**src/rtl/axis_packet_arbiter_if.sv**
```systemverilog
// AXI-Stream bundle for the packet arbiter: N_SRC slave-side sources in, one master stream out.
// The master modport is the arbiter's view; slave is the view of the surrounding sources/sink.
interface axis_packet_arbiter_if #(
  parameter int N_SRC  = 4,
  parameter int DATA_W = 32
);
  logic [N_SRC-1:0]        s_tvalid;
  logic [N_SRC-1:0]        s_tready;
  logic [N_SRC*DATA_W-1:0] s_tdata;
  logic [N_SRC-1:0]        s_tlast;
  logic                    m_tvalid;
  logic                    m_tready;
  logic [DATA_W-1:0]       m_tdata;
  logic                    m_tlast;
  logic [7:0]              m_tdest;
  logic [3:0]              m_tuser;

  modport master (
    input  s_tvalid, s_tdata, s_tlast, m_tready,
    output s_tready, m_tvalid, m_tdata, m_tlast, m_tdest, m_tuser
  );

  modport slave (
    output s_tvalid, s_tdata, s_tlast, m_tready,
    input  s_tready, m_tvalid, m_tdata, m_tlast, m_tdest, m_tuser
  );
endinterface

```
**src/rtl/axis_packet_arbiter.sv**
```systemverilog
// Packet-granular round-robin arbiter sharing one AXI-Stream master among N_SRC sources.
// Datapath is a pure mux (no buffering); overlong packets are cut at MAX_BEATS and the tail drained.
module axis_packet_arbiter #(
  parameter int N_SRC     = 4,
  parameter int DATA_W    = 32,
  parameter int MAX_BEATS = 256
) (
  input  logic                       clk,
  input  logic                       rst,
  axis_packet_arbiter_if.master      bus,
  output logic                       busy,
  output logic [$clog2(N_SRC)-1:0]   cur_src,
  output logic                       err_overlong
);

  localparam int SW = $clog2(N_SRC);
  localparam int CW = $clog2(MAX_BEATS);
  localparam logic [CW-1:0] LAST_BEAT = CW'(MAX_BEATS - 1);

  typedef enum logic [1:0] {IDLE, PKT, DRAIN} state_t;

  state_t          r_state, w_state_nxt;
  logic [SW-1:0]   r_last_grant, w_last_grant_nxt;
  logic [SW-1:0]   r_cur_src, w_cur_src_nxt;
  logic [SW-1:0]   w_grant;
  logic [CW-1:0]   r_beat_cnt, w_beat_cnt_nxt;
  logic            r_first, w_first_nxt;
  logic            r_err, w_err_nxt;
  logic [7:0]      r_dest;

  logic              w_any_req;
  logic              w_sel_valid;
  logic              w_sel_last;
  logic [DATA_W-1:0] w_sel_data;
  logic              w_hs;
  logic              w_at_max;

  assign w_sel_valid = bus.s_tvalid[r_cur_src];
  assign w_sel_last  = bus.s_tlast[r_cur_src];
  assign w_sel_data  = bus.s_tdata[int'(r_cur_src)*DATA_W +: DATA_W];
  assign w_any_req   = |bus.s_tvalid;
  assign w_at_max    = (r_beat_cnt == LAST_BEAT);
  assign w_hs        = (r_state == PKT) && w_sel_valid && bus.m_tready;

  // Walk from the farthest candidate to the nearest so the nearest requester after last_grant wins.
  always_comb begin
    w_grant = r_last_grant;
    for (int k = N_SRC; k >= 1; k--) begin
      if (bus.s_tvalid[(int'(r_last_grant) + k) % N_SRC])
        w_grant = SW'((int'(r_last_grant) + k) % N_SRC);
    end
  end

  always_comb begin
    w_state_nxt      = r_state;
    w_last_grant_nxt = r_last_grant;
    w_cur_src_nxt    = r_cur_src;
    w_beat_cnt_nxt   = r_beat_cnt;
    w_first_nxt      = r_first;
    w_err_nxt        = 1'b0;
    bus.s_tready     = '0;
    bus.m_tvalid     = 1'b0;
    bus.m_tdata      = '0;
    bus.m_tlast      = 1'b0;
    bus.m_tdest      = 8'h00;
    bus.m_tuser      = 4'h0;

    case (r_state)
      IDLE: begin
        if (w_any_req) begin
          w_state_nxt    = PKT;
          w_cur_src_nxt  = w_grant;
          w_beat_cnt_nxt = '0;
          w_first_nxt    = 1'b1;
        end
      end

      PKT: begin
        bus.m_tvalid            = w_sel_valid;
        bus.m_tdata             = w_sel_data;
        bus.m_tlast             = w_sel_last | w_at_max;
        bus.m_tdest             = r_first ? w_sel_data[DATA_W-1 -: 8] : r_dest;
        bus.m_tuser             = {3'b000, r_first};
        bus.s_tready[r_cur_src] = bus.m_tready;
        if (w_hs) begin
          w_beat_cnt_nxt = r_beat_cnt + 1'b1;
          w_first_nxt    = 1'b0;
          if (w_sel_last) begin
            w_state_nxt      = IDLE;
            w_last_grant_nxt = r_cur_src;
          end else if (w_at_max) begin
            w_state_nxt      = DRAIN;
            w_last_grant_nxt = r_cur_src;
            w_err_nxt        = 1'b1;
          end
        end
      end

      DRAIN: begin
        // Swallow the rest of the truncated packet so the source can finish it.
        bus.s_tready[r_cur_src] = 1'b1;
        if (w_sel_valid && w_sel_last)
          w_state_nxt = IDLE;
      end

      default: w_state_nxt = IDLE;
    endcase
  end

  always_ff @(posedge clk) begin
    if (rst) begin
      r_state      <= IDLE;
      r_last_grant <= SW'(N_SRC - 1);
      r_cur_src    <= '0;
      r_beat_cnt   <= '0;
      r_first      <= 1'b0;
      r_err        <= 1'b0;
    end else begin
      r_state      <= w_state_nxt;
      r_last_grant <= w_last_grant_nxt;
      r_cur_src    <= w_cur_src_nxt;
      r_beat_cnt   <= w_beat_cnt_nxt;
      r_first      <= w_first_nxt;
      r_err        <= w_err_nxt;
    end
  end

  // TDEST holder: only meaningful after the first beat, so it needs no reset.
  always_ff @(posedge clk) begin
    if (w_hs && r_first)
      r_dest <= w_sel_data[DATA_W-1 -: 8];
  end

  assign busy         = (r_state != IDLE);
  assign cur_src      = r_cur_src;
  assign err_overlong = r_err;

endmodule

```
**src/flat_wrapper.sv**
```systemverilog
// flat-port wrapper written by rule: the top's interface ports become plain ports
module axis_packet_arbiter_flat 
#(
  parameter int N_SRC     = 4,
  parameter int DATA_W    = 32,
  parameter int MAX_BEATS = 256
)
  (clk, rst, busy, cur_src, err_overlong, bus_s_tvalid, bus_s_tdata, bus_s_tlast, bus_m_tready, bus_s_tready, bus_m_tvalid, bus_m_tdata, bus_m_tlast, bus_m_tdest, bus_m_tuser);
  axis_packet_arbiter_if #(.N_SRC(N_SRC), .DATA_W(DATA_W)) bus_i ();
  input  logic clk;
  input  logic rst;
  output logic busy;
  output logic [$clog2(N_SRC)-1:0] cur_src;
  output logic err_overlong;
  input wire logic [$bits(bus_i.s_tvalid)-1:0] bus_s_tvalid;
  input wire logic [$bits(bus_i.s_tdata)-1:0] bus_s_tdata;
  input wire logic [$bits(bus_i.s_tlast)-1:0] bus_s_tlast;
  input wire logic [$bits(bus_i.m_tready)-1:0] bus_m_tready;
  output wire logic [$bits(bus_i.s_tready)-1:0] bus_s_tready;
  output wire logic [$bits(bus_i.m_tvalid)-1:0] bus_m_tvalid;
  output wire logic [$bits(bus_i.m_tdata)-1:0] bus_m_tdata;
  output wire logic [$bits(bus_i.m_tlast)-1:0] bus_m_tlast;
  output wire logic [$bits(bus_i.m_tdest)-1:0] bus_m_tdest;
  output wire logic [$bits(bus_i.m_tuser)-1:0] bus_m_tuser;
  assign bus_i.s_tvalid = bus_s_tvalid;
  assign bus_i.s_tdata = bus_s_tdata;
  assign bus_i.s_tlast = bus_s_tlast;
  assign bus_i.m_tready = bus_m_tready;
  assign bus_s_tready = bus_i.s_tready;
  assign bus_m_tvalid = bus_i.m_tvalid;
  assign bus_m_tdata = bus_i.m_tdata;
  assign bus_m_tlast = bus_i.m_tlast;
  assign bus_m_tdest = bus_i.m_tdest;
  assign bus_m_tuser = bus_i.m_tuser;
  axis_packet_arbiter #(.N_SRC(N_SRC), .DATA_W(DATA_W), .MAX_BEATS(MAX_BEATS)) u_core (.clk(clk), .rst(rst), .bus(bus_i), .busy(busy), .cur_src(cur_src), .err_overlong(err_overlong));
endmodule
```
**config.mk**
```make
export PLATFORM = sky130hd
export DESIGN_NAME = axis_packet_arbiter_flat
export DESIGN_NICKNAME = d
export VERILOG_FILES = /design/src/rtl/axis_packet_arbiter_if.sv /design/src/rtl/axis_packet_arbiter.sv /design/src/flat_wrapper.sv
export SDC_FILE = /design/constraint.sdc
export NUM_CORES = 1
export LEC_CHECK = 0
export ABC_AREA = 1
export CORE_MARGIN = 1.5
export CORE_UTILIZATION = 35
export DETAILED_ROUTE_END_ITERATION = 7
export MAX_ROUTING_LAYER = met4
export PLACE_DENSITY = 0.84
export SYNTH_ARGS = -nofsm -noshare
export SYNTH_HDL_FRONTEND = slang
export SYNTH_SLANG_ARGS = --single-unit
export TNS_END_PERCENT = 20
```
**constraint.sdc**
```tcl
create_clock -name clk -period 2.8 [get_ports clk]
set_input_delay 0.56 -clock clk [delete_from_list [all_inputs] [get_ports clk]]
set_output_delay 0.56 -clock clk [all_outputs]
set_load 0.005 [all_outputs]
```
### Yosys cells after proc, flatten, opt, wreduce, memory -nomap -nowiden

Cells that the tools add are included.
W data, S select, Z words.

| storage, ports and cells | value |
|---|---|
| logic and storage cells | 97 |
| output and inout port bits | 54 |
| bits of input ports | 139 |
| flip-flop bits (word level) | 24 |

| cells by class | value |
|---|---|
| order comparisons | 6 |
| add/sub/neg operators | 5 |
| shifts and indexed selects | 1 |
| bitwise gates (word level) | 8 |
| reductions and logical operators | 19 |
| equal/unequal tests | 7 |
| multiplexer cells | 44 |

Operators by type and width:

| kind | number |
|---|---|
| $shiftx A128 B8 Y32 | 1 |
| $mux W32 | 1 |
| $mux W8 | 4 |
| $mux W2 | 11 |
| $mux W1 | 17 |
| $lt A3 B4 Y1 const B | 4 |
| $pmux W8 S2 | 1 |
| $bmux W1 S2 | 6 |
| $add A8 B1 Y8 const B | 1 |
| $eq A8 B8 Y1 const B | 1 |
| $pmux W4 S2 | 1 |
| $reduce_or A2 Y1 | 4 |
| $reduce_or A4 Y1 | 2 |
| $ne A2 B1 Y1 const B | 3 |
| $pmux W2 S3 | 1 |
| $reduce_and A3 Y1 | 2 |
| $reduce_bool A2 Y1 | 3 |
| $logic_and A1 B1 Y1 | 5 |
| $add A2 B1 Y2 const B | 2 |
| $add A2 B2 Y2 const B | 2 |
| $and A1 B1 Y1 const A | 4 |
| $and A4 B4 Y4 | 1 |
| $reduce_and A4 Y1 | 1 |
| $lt A2 B3 Y1 const B | 1 |
| other kinds (10) | 11 |

### Depth between registers and ports, before layout

Gate-level depths: netlist of run 1.

| logic depth | value |
|---|---|
| depth after elaboration | 10 |
| depth in mapped cells | 13 |
| depth with buffers taken out | 11 |

### Least setup slack after synthesis of run 1

OpenSTA, ideal clock, no wires.

| timing | value |
|---|---|
| path type | register to output |
| from | register u_core.r_state[1] |
| to | output bus_m_tdata[24] |
| data arrival time | 1.470 ns |
| cell stages (with the launch flop) | 8 |
| slack | 0.770 ns |
| required time | 2.240 ns |
| buffers on the path | 3 |
| path through | dfxtp_1 > inv_1 > ha_1 > buf_2 > inv_1 > clkbuf_1 > clkbuf_1 > nor2_1 |

| between the ends | value |
|---|---|
| word-level cells in the longest chain between the ends | 2 |

RTL lines:

| what | RTL line | text |
|---|---|---|
| start, declared | axis_packet_arbiter.sv:22 | `state_t r_state, w_state_nxt;` |
| start signal, assigned | axis_packet_arbiter.sv:119 | `r_state <= w_state_nxt;` |
| $eq A2 B1 Y1 | axis_packet_arbiter.sv:68 | `case (r_state)` |
| $mux W32 | axis_packet_arbiter.sv:68 |  |
| end, declared | flat_wrapper.sv:21 | `output wire logic [$bits(bus_i.m_tdata)-1:0] bus_m_tdata;` |

Every way passes these cells.

### Final worst setup path of run 1

| timing | value |
|---|---|
| from | register u_core.r_cur_src[1] (netlist: u_core.cur_src[1]) |
| to | output bus_m_tdata[4] |

| between the ends | value |
|---|---|
| word-level cells in the longest chain between the ends | 2 |

RTL lines:

| what | RTL line | text |
|---|---|---|
| start, declared | axis_packet_arbiter.sv:24 | `logic [SW-1:0] r_cur_src, w_cur_src_nxt;` |
| start signal, assigned | axis_packet_arbiter.sv:121 | `r_cur_src <= w_cur_src_nxt;` |
| $shiftx A128 B8 Y32 | axis_packet_arbiter.sv:40 | `assign w_sel_data = bus.s_tdata[int'(r_cur_src)*DATA_W +: DATA_W];` |
| $mux W32 | axis_packet_arbiter.sv:68 |  |

Every way passes these cells.

==> metrics.cfg, run 1 <==
[outcome]
result_of_the_run = complete, no violations

[clock_tree]
hold_buffers = 0
max-clock-path-buffers = 2
cts_tree = built
ctsHtreeMaxLevel = 1
worstSkewPairLatency_ps = 270
cts_num_sinks = 24
clk_pin_slew_worst_paths_ps = 90
root_buffer = sky130_fd_sc_hd__clkbuf_8
inserted_clock_buffers = 3

[timing]
slew_headroom_pct = 59.16
timing.hold.ws_ps = 479.2
clock-skew-final_ps = 4.047
setup_viol = 0
worstMarginPinSlew_ps = 611.7
maximum_clock_frequency_mhz = 369.6
timing.final.crit_period_ps = 2705
min_period_over_period_pct = 96.62
hold_viol = 0
setup_repair_after_global_routing_missed_its_margin = true
report.final.slew_viol_count = 0

[route]
routed-via-count = 3602
drcViolationCount = 0
route.antenna.remaining_nets = 0
route.detailed.wl_per_inst_um = 15.46
drt-pass1-iter-count = 5
routed_wl_um = 10930
vias_per_cell = 5.095
detailedRoute.firstIterationViolations = 235

[synth]
cells_after_synthesis = 426
synthesis.area_sq_um = 2472
post_synth_num_cell_types = 29
seq_area_frac_synth_pct = 22.67
synth_edf_count = 8
syn-mean-instance-area_sq_um = 5.804
synth-seq-cells = 24
synth-main-ff-cell = sky130_fd_sc_hd__dfxtp_1
synth_async_sr_flop_share_pct = 0
ys_warn_count = 0

[finish]
antenna-diode-count = 0
most_common_cell_after_layout_fill_and_taps_aside = sky130_fd_sc_hd__clkdlybuf4s50_1
post_route_cells_drive_above_1_share_pct = 7.038
finalInstanceArea_sq_um = 4597
mostFrequentLayoutCells = sky130_fd_sc_hd__clkdlybuf4s50_1 (189), sky130_fd_sc_hd__nand2_1 (176), sky130_fd_sc_hd__inv_1 (35), sky130_fd_sc_hd__nor2_1 (28)
area_delta_synth_final_pct = 85.93
fin_nets = 755

[critical_path]
critical_path.endpoint_type = output pin
crit_path_start_kind = flip-flop
worst_ep_arrival_time_ps = 2150
critPathKind = reg2out
crit_fanout = 14
crit_required_ps = 2240

[place]
placed_area_sq_um = 4463
final_wtd_congestion = 0.8796
dp_hpwl_um = 8700
numPortBuffers = 189

[pwr]
post-layout-total-power_mw = 3.013
pwr_density_cell_nw_per_um2 = 655.5
total_leakage_power_nw = 1.920
ir_drop_mv = 0.2981

[floorplanning]
die_height_um = 87.05
core_area_sq_um = 6794
initial_utilization_pct = 36.39
die_x_um = 87.05
floorplan.die_area_sq_um = 7577
floorplan.io_pins = 193
fp-row-count = 30

[grt]
vias_in_the_first_global_route = 3418
antenna_found_initial = 0
global_route_wire_length_before_repair_um = 16320
globalRouteTotalUtil_pct = 28.70
grt_overflow_total = 0
grt_max_degree = 33

[run]
drv.max_cap_violation_count = 0

[hold_path]
hold_path.class = reg2reg

## final cells by class
class | instances | area [sq um]
fillers | 569 | 2197
repair buffers | 206 | 2044
multi-input cells | 334 | 1624
flip-flops and latches | 24 | 568.0
inverters | 43 | 168.9
well taps | 96 | 120.1
clock buffers | 3 | 41.29
clock inverters | 1 | 30.03
## critical path, cell delays in order, from the launching register on
cell and delay, ps:
sky130_fd_sc_hd__dfxtp_4 380, sky130_fd_sc_hd__inv_2 140, sky130_fd_sc_hd__nand2_2 110, sky130_fd_sc_hd__clkinv_4 120, sky130_fd_sc_hd__buf_4 120, sky130_fd_sc_hd__buf_4 190, sky130_fd_sc_hd__a22oi_1 90, sky130_fd_sc_hd__a31oi_1 180
sky130_fd_sc_hd__clkdlybuf4s50_1 550
## cells by family after synthesis
logic type                 Yosys count  synth area share [%]
and+or+nand+nor                    238                 38.66
AOI/OAI and AO/OA                   85                 22.42
buffers and inverters               70                 12.65
DFF                                 24                 22.67
other                                1                0.1517
xor gates and xnor gates             4                 1.417
adders and majority gates            4                 2.024
## state kept, by name, summed over array words and instances, names as in the netlist
name	cells
u_core.cur_src	2
u_core.err_overlong	1
u_core.r_beat_cnt	8
u_core.r_dest	8
u_core.r_first	1
u_core.r_last_grant	2
u_core.r_state	2
## worst paths after layout
kind / startpoint / to / slack (ps) / cells after the start
worst max-delay path: u_core.cur_src[1] / bus_m_tdata[4] / 90 / 8
worst min-delay path: u_core.r_beat_cnt[7] / u_core.r_beat_cnt[7] / 480 / 2
worst max register to register: u_core.r_state[1] / u_core.r_beat_cnt[0] / 1070 / 10
worst min register to register: u_core.r_beat_cnt[7] / u_core.r_beat_cnt[7] / 480 / 2
## routing by layer
metal  GRT usage, %  share of wire [%]  wire, um
met1          34.62                 39      4299
met2          48.98                 50      5514
met3          5.782                8.5       934
met4          6.891                1.6       180
met5              -                  0         0
## metrics by stage
step | util, % | setup WS [ps] | TNS (ps) | cells
final | 67.66 | 94.51 | 0 | 707
after global routing | 67.66 | -24.47 | -32.65 | 707
after CTS | 66.78 | 8.580 | 0 | 703
after detailed placement | 65.69 | 150.2 | 0 | 699
after global placement | 65.69 | 166.1 | 0 | 699
after floorplan | - | 769.5 | 0 | 428
## timing repair
action / in CTS / in global routing
endpoints found under the setup margin: 15 / 32
gates cloned: 0 / 0
setup buffers: 0 / 4
resized for setup: 1 / 12
pin swaps: 0 / 0
## cells in the mapped netlist (5+ instances only)
cell type / count / share of area (%)
sky130_fd_sc_hd__nand2_1: 178 / 27
sky130_fd_sc_hd__inv_1: 35 / 5.3
sky130_fd_sc_hd__nor2_1: 28 / 4.3
sky130_fd_sc_hd__a22oi_1: 24 / 7.3
sky130_fd_sc_hd__a31oi_1: 24 / 6.1
sky130_fd_sc_hd__a21oi_1: 20 / 4.0
sky130_fd_sc_hd__dfxtp_1: 16 / 13
sky130_fd_sc_hd__nand3_1: 14 / 2.8
sky130_fd_sc_hd__buf_2: 10 / 2.0
sky130_fd_sc_hd__buf_4: 10 / 3.0
sky130_fd_sc_hd__o211ai_1: 10 / 3.0
sky130_fd_sc_hd__edfxtp_1: 8 / 9.7
sky130_fd_sc_hd__inv_2: 8 / 1.2
sky130_fd_sc_hd__clkbuf_1: 6 / 0.91
sky130_fd_sc_hd__o21ai_0: 5 / 1.0
## report_power, final
part / internal [mW] / switching (mW)
sequential: 0.429 / 0.0782
clock: 0.191 / 0.122
combinational: 1.05 / 1.14
total: 1.67 / 1.34
No activity file was read; power rests on OpenSTA's default activity.
==> run 2: changes to the inputs <==
==> constraint.sdc (replaced) <==
create_clock -name clk -period 3.28 [get_ports clk]
set_input_delay 0.656 -clock clk [delete_from_list [all_inputs] [get_ports clk]]
set_output_delay 0.656 -clock clk [all_outputs]
set_load 0.005 [all_outputs]
==> metrics.cfg, run 2 (synthesis gave the netlist of run 1 again) <==
[place]
final_wtd_congestion = 0.9112  ; +3.6%
placed_area_sq_um = 4420  ; -0.95%
dp_hpwl_um = 8840  ; +1.6%
numPortBuffers = 189  ; unchanged
pre_cts_slack_ps = 341.7  ; +191.4 ps
place_inst = 695  ; -0.57%

[floorplanning]
fp-row-count = 30  ; unchanged
core_area_sq_um = 6794  ; unchanged
initial_utilization_pct = 36.39  ; unchanged
floorplan.io_pins = 193  ; unchanged
floorplan.die_area_sq_um = 7577  ; unchanged
die_height_um = 87.05  ; unchanged
die_x_um = 87.05  ; unchanged

[pwr]
power.clock.fraction_pct = 10.8  ; +0.4 points
netSwitchingFraction_pct = 45.46  ; +0.87 points
total_leakage_power_nw = 1.871  ; -2.5%
p_int_mw = 1.357  ; -19%
pwr_density_cell_nw_per_um2 = 553.3  ; -16%
ir_drop_mv = 0.3408  ; +14%
switching_power_mw = 1.131  ; -16%
post-layout-total-power_mw = 2.489  ; -17%
share_of_power_burned_in_registers_pct = 17.2  ; +0.4 points
power.combinational.fraction_pct = 72.0  ; -0.8 points

[grt]
vias_in_the_first_global_route = 3420  ; +0.059%
grt_max_degree = 27  ; -18%
grt_overflow_total = 0  ; unchanged
globalRouteTotalUtil_pct = 28.93  ; +0.23 points
global_route_wire_length_before_repair_um = 16660  ; +2.1%
antenna_found_initial = 0  ; unchanged

[timing]
maximum_clock_frequency_mhz = 329.4
setup_ws_ps = 243.9  ; +149.4 ps
slew_headroom_pct = 54.90  ; -4.3 points
timing.final.crit_period_ps = 3036
setup-tns-final_ps = 0  ; unchanged
min_period_over_period_pct = 92.56
setup_repair_after_global_routing_missed_its_margin = false
report.final.slew_viol_count = 0  ; unchanged
setup_viol = 0  ; unchanged
clock-skew-final_ps = 6.181  ; +2.134 ps
worstMarginPinSlew_ps = 674.0  ; +62.29 ps
hold_viol = 0  ; unchanged

[route]
routed-via-count = 3564  ; -1.1%
vias_per_cell = 5.099  ; about the same
route.antenna.remaining_nets = 0  ; unchanged
route.detailed.wl_per_inst_um = 15.80  ; +2.2%
detailedRoute.firstIterationViolations = 232  ; -1.3%
routed_wl_um = 11040  ; +1.1%
drt-pass1-iter-count = 5  ; unchanged
drcViolationCount = 0  ; unchanged

[finish]
post_route_cells_drive_above_1_share_pct = 4.975  ; -2.1 points
fin_nets = 747  ; -1.1%
area_delta_synth_final_pct = 81.93
most_common_cell_after_layout_fill_and_taps_aside = sky130_fd_sc_hd__clkdlybuf4s50_1
reg.largest.list = u_core.r_beat_cnt x8, u_core.r_dest x8
finish.cell_count_without_fillers = 699  ; -1.1%
finalInstanceArea_sq_um = 4498  ; -2.2%
mostFrequentLayoutCells = sky130_fd_sc_hd__clkdlybuf4s50_1 (189), sky130_fd_sc_hd__nand2_1 (178), sky130_fd_sc_hd__inv_1 (35), sky130_fd_sc_hd__nor2_1 (28)
antenna-diode-count = 0  ; unchanged

[critical_path]
timing.critical_path.to = bus_m_tdest[0]
worstReg2RegStart = u_core.cur_src[0]
crit_required_ps = 2620  ; +380 ps
crit_path_start_kind = flip-flop
worst_r2r_endpoint = u_core.r_dest[2]
critical_path.endpoint_type = output pin
crit_fanout = 20  ; +6
worst_ep_arrival_time_ps = 2380  ; +230 ps
ff2ff_setup_slack_ps = 1260  ; +190 ps
rr_worst_depth = 7  ; -3
critPathKind = reg2out
worst_setup_path_startpoint = u_core.cur_src[1]

[clock_tree]
max-clock-path-buffers = 2  ; unchanged
root_buffer = sky130_fd_sc_hd__clkbuf_8
inserted_clock_buffers = 3  ; unchanged
ctsHtreeMaxLevel = 1  ; unchanged
cts_tree = built
hold_buffers = 0  ; unchanged
cts_num_sinks = 24  ; unchanged
clk_pin_slew_worst_paths_ps = 100  ; about the same
worstSkewPairLatency_ps = 280  ; about the same

[hold_path]
hold_path.class = reg2reg

[outcome]
result_of_the_run = complete, no violations

[run]
drv.max_cap_violation_count = 0  ; unchanged

==> run 2: changes by cell type in the layout (fill, tap and decap cells not counted), moves of 2 or more <==
cell / delta
sky130_fd_sc_hd__a21oi_2: -2
sky130_fd_sc_hd__nand2_1: +2
sky130_fd_sc_hd__buf_4: -7
sky130_fd_sc_hd__a21oi_1: +2
sky130_fd_sc_hd__nand2_2: -2
sky130_fd_sc_hd__inv_2: +2
sky130_fd_sc_hd__dfxtp_4: -2
==> run 2: layout make-up <==
cell class	instances	area, sq um
Tap cell	96	120.1
Timing Repair Buffer	198	1972
Sequential cell	24	561.8
Clock inverter	1	30.03
Multi-Input combinational cell	334	1612
Inverter	43	161.4
Clock buffer	3	41.29
Fill cell	613	2296
==> run 2: repair_timing <==
item | in CTS | in global routing
gates resized for setup | 0 | 2
endpoints found under the setup margin | 0 | 10
buffers inserted | 0 | 0
==> run 2: how the worst min path moves through the flow <==
stage,from,to,slack [ps],cells after the start
6_report,u_core.r_beat_cnt[7],u_core.r_beat_cnt[7],480,2
5_1_grt,u_core.r_beat_cnt[7],u_core.r_beat_cnt[7],510,2
4_1_cts,u_core.r_beat_cnt[7],u_core.r_beat_cnt[7],480,2
3_5_place_dp,u_core.r_beat_cnt[7],u_core.r_beat_cnt[7],470,2
3_3_place_gp,u_core.r_beat_cnt[7],u_core.r_beat_cnt[7],450,2
2_1_floorplan,u_core.r_beat_cnt[7],u_core.r_beat_cnt[7],450,2
==> run 2: critical path, stage by stage (launching register included) <==
cell,delay (ps)
sky130_fd_sc_hd__dfxtp_2,400
sky130_fd_sc_hd__inv_2,170
sky130_fd_sc_hd__nand2_1,120
sky130_fd_sc_hd__inv_2,300
sky130_fd_sc_hd__nand2_1,90
sky130_fd_sc_hd__nand2_1,70
sky130_fd_sc_hd__a21oi_1,40
sky130_fd_sc_hd__nand2_1,80
sky130_fd_sc_hd__inv_1,60
sky130_fd_sc_hd__nand2_1,60
sky130_fd_sc_hd__o211ai_1,120
sky130_fd_sc_hd__inv_1,90
sky130_fd_sc_hd__clkdlybuf4s50_1,500
==> run 2: power groups by stage <==
stage / registers [mW] / clock network (mW) / logic, mW
2_1_floorplan: 0.392 / 0 / 0.995
3_3_place_gp: 0.425 / 0 / 1.72
3_5_place_dp: 0.430 / 0 / 1.75
4_1_cts: 0.423 / 0.267 / 1.77
5_1_grt: 0.434 / 0.282 / 1.96
6_report: 0.427 / 0.270 / 1.79
==> run 2: through the flow <==
| stage | utilization, % | hold slack [ps] |
|---|---|---|
| after floorplan | - | 445.3 |
| after global placement | 65.06 | 452.7 |
| after detailed placement | 65.06 | 468.0 |
| after CTS | 66.11 | 480.6 |
| after global routing | 66.21 | 506.3 |
| final | 66.21 | 476.7 |
==> run 2: per-layer routing <==
metal  vias to the layer above  routed length [um]  track usage [%]
met1                      1611                4458            35.97
met2                       187                5456            48.27
met4                         0                 263            9.238
met5                         -                   0                -
li1                       1742                   -                -
met3                        24                 866            4.076
==> run 3: changes to the inputs <==
--- a/config.mk
+++ b/config.mk
@@ -6,11 +6,13 @@
 export NUM_CORES = 1
 export LEC_CHECK = 0
 export ABC_AREA = 1
-export CORE_MARGIN = 1.5
+export CORE_MARGIN = 3
 export CORE_UTILIZATION = 35
 export DETAILED_ROUTE_END_ITERATION = 7
+export HOLD_SLACK_MARGIN = 0.05
 export MAX_ROUTING_LAYER = met4
 export PLACE_DENSITY = 0.84
+export REMOVE_ABC_BUFFERS = 1
 export SYNTH_ARGS = -nofsm -noshare
 export SYNTH_HDL_FRONTEND = slang
 export SYNTH_SLANG_ARGS = --single-unit
==> metrics.cfg, run 3 (synthesis gave the netlist of run 1 again) <==
[clock_tree]
postCtsSetupBuffers = 0  ; unchanged
hold_buffers = 0  ; unchanged
ctsHtreeMaxLevel = 1  ; unchanged
inserted_clock_buffers = 3  ; unchanged
cts_tree = built
root_buffer = sky130_fd_sc_hd__clkbuf_8
cts_resized = 0  ; unchanged
max-clock-path-buffers = 2  ; unchanged
clk_pin_slew_worst_paths_ps = 90  ; about the same
cts_num_sinks = 24  ; unchanged
worstSkewPairLatency_ps = 270  ; about the same

[floorplanning]
initial_utilization_pct = 36.19  ; -0.20 points
die_height_um = 90.05  ; +3.4%
core_area_sq_um = 6832  ; +0.55%
floorplan.io_pins = 193  ; unchanged
fp-row-count = 30  ; unchanged
floorplan.die_area_sq_um = 8108  ; +7.0%
die_x_um = 90.05  ; +3.4%

[pwr]
pwr_density_cell_nw_per_um2 = 539.3  ; -2.5%
ir_drop_mv = 0.2522  ; -26%
total_leakage_power_nw = 1.876  ; +0.28%
post-layout-total-power_mw = 2.421  ; -2.7%

[critical_path]
crit_required_ps = 2620  ; about the same
critical_path.endpoint_type = output pin
critPathKind = reg2out
crit_path_start_kind = flip-flop
crit_fanout = 26  ; +30%
worst_ep_arrival_time_ps = 2430  ; +50 ps

[timing]
worstMarginPinSlew_ps = 626.9  ; -47.07 ps
maximum_clock_frequency_mhz = 323.8  ; -1.7%
slew_headroom_pct = 58.15  ; +3.2 points
setup-tns-final_ps = 0  ; unchanged
setup_repair_after_global_routing_missed_its_margin = false
clock-skew-final_ps = 6.382  ; +0.2002 ps
timing.final.crit_period_ps = 3088  ; +52.14 ps
report.final.slew_viol_count = 0  ; unchanged
hold_viol = 0  ; unchanged
setup_viol = 0  ; unchanged
min_period_over_period_pct = 94.15  ; +1.6 points

[grt]
antenna_found_initial = 0  ; unchanged
global_route_wire_length_before_repair_um = 17410  ; +4.5%
globalRouteTotalUtil_pct = 26.92  ; -2.0 points
grt_max_degree = 27  ; unchanged
vias_in_the_first_global_route = 3416  ; -0.12%
grt_overflow_total = 0  ; unchanged

[place]
dp_hpwl_um = 9065  ; +2.5%
place_inst = 697  ; +0.29%
numPortBuffers = 189  ; unchanged
final_wtd_congestion = 0.9939  ; +9.1%

[route]
vias_per_cell = 5.006  ; -1.8%
detailedRoute.firstIterationViolations = 263  ; +13%
routed-via-count = 3509  ; -1.5%
drt-pass1-iter-count = 5  ; unchanged
route.antenna.remaining_nets = 0  ; unchanged
route.detailed.wl_per_inst_um = 15.93  ; +0.83%
routed_wl_um = 11170  ; +1.1%
drcViolationCount = 0  ; unchanged

[hold_path]
hold_path.class = reg2reg

[finish]
finish.cell_count_without_fillers = 701  ; +0.29%
reg.largest.list = u_core.r_beat_cnt x8, u_core.r_dest x8
mostFrequentLayoutCells = sky130_fd_sc_hd__clkdlybuf4s50_1 (189), sky130_fd_sc_hd__nand2_1 (178), sky130_fd_sc_hd__inv_1 (35), sky130_fd_sc_hd__nor2_1 (28)
antenna-diode-count = 0  ; unchanged
area_delta_synth_final_pct = 81.58
fin_nets = 749  ; +0.27%
fin_util_pct = 65.71  ; -0.49 points
post_route_cells_drive_above_1_share_pct = 5.124  ; +0.15 points
most_common_cell_after_layout_fill_and_taps_aside = sky130_fd_sc_hd__clkdlybuf4s50_1

[run]
drv.max_cap_violation_count = 0  ; unchanged

[outcome]
result_of_the_run = complete, no violations

==> run 3: cell types whose count changed in the layout (fill, tap and decap cells not counted), sizes merged <==
cell,change
bufinv,-1
clkbuf,+1
buf,+2
==> run 3: power breakdown <==
part / switching [mW] / internal (mW) / total, mW
Sequential: 0.0635 / 0.361 / 0.424
Clock: 0.100 / 0.133 / 0.233
Combinational: 0.936 / 0.829 / 1.76
Total: 1.10 / 1.32 / 2.42
==> run 3: final cells by class <==
type | instances | area [sq um]
clock buffers | 4 | 66.31
fillers | 638 | 2342
inverters | 43 | 161.4
multi-input cells | 334 | 1607
flip-flops and latches | 24 | 560.5
well taps | 96 | 120.1
repair buffers | 200 | 1974
==> run 3: metal layers <==
layer,vias up,track usage [%],routed length (um)
li1,1748,-,-
met1,1571,32.99,4474
met2,172,46.11,5549
met3,18,4.770,908
met4,0,6.250,236
met5,-,-,0
==> run 3: metrics by stage <==
stage          instance area (sq um)  hold slack, ps  setup WS, ps
5_1_grt                         4489           510.1         8.493
3_5_place_dp                    4423           469.1         431.0
3_3_place_gp                    4423           451.2         447.6
2_1_floorplan                   2328           439.3         897.2
4_1_cts                         4489           482.5         200.6
6_report                        4489           477.5         191.8
==> run 3: worst max-delay path: stages (launching register included) <==
cell and delay (ps):
sky130_fd_sc_hd__dfxtp_1 570, sky130_fd_sc_hd__nand2_1 150, sky130_fd_sc_hd__inv_2 380, sky130_fd_sc_hd__buf_4 240, sky130_fd_sc_hd__nand2_1 50, sky130_fd_sc_hd__a31oi_1 210
sky130_fd_sc_hd__clkdlybuf4s50_1 540
==> run 3: final timing paths <==
check | startpoint | to | slack [ps] | depth (start not counted)
worst max-delay path | u_core.cur_src[1] | bus_m_tdata[8] | 190 | 6
worst min register to register | u_core.r_beat_cnt[7] | u_core.r_beat_cnt[7] | 480 | 2
worst max register to register | u_core.r_state[1] | u_core.r_beat_cnt[2] | 1110 | 10
worst min-delay path | u_core.r_beat_cnt[7] | u_core.r_beat_cnt[7] | 480 | 2
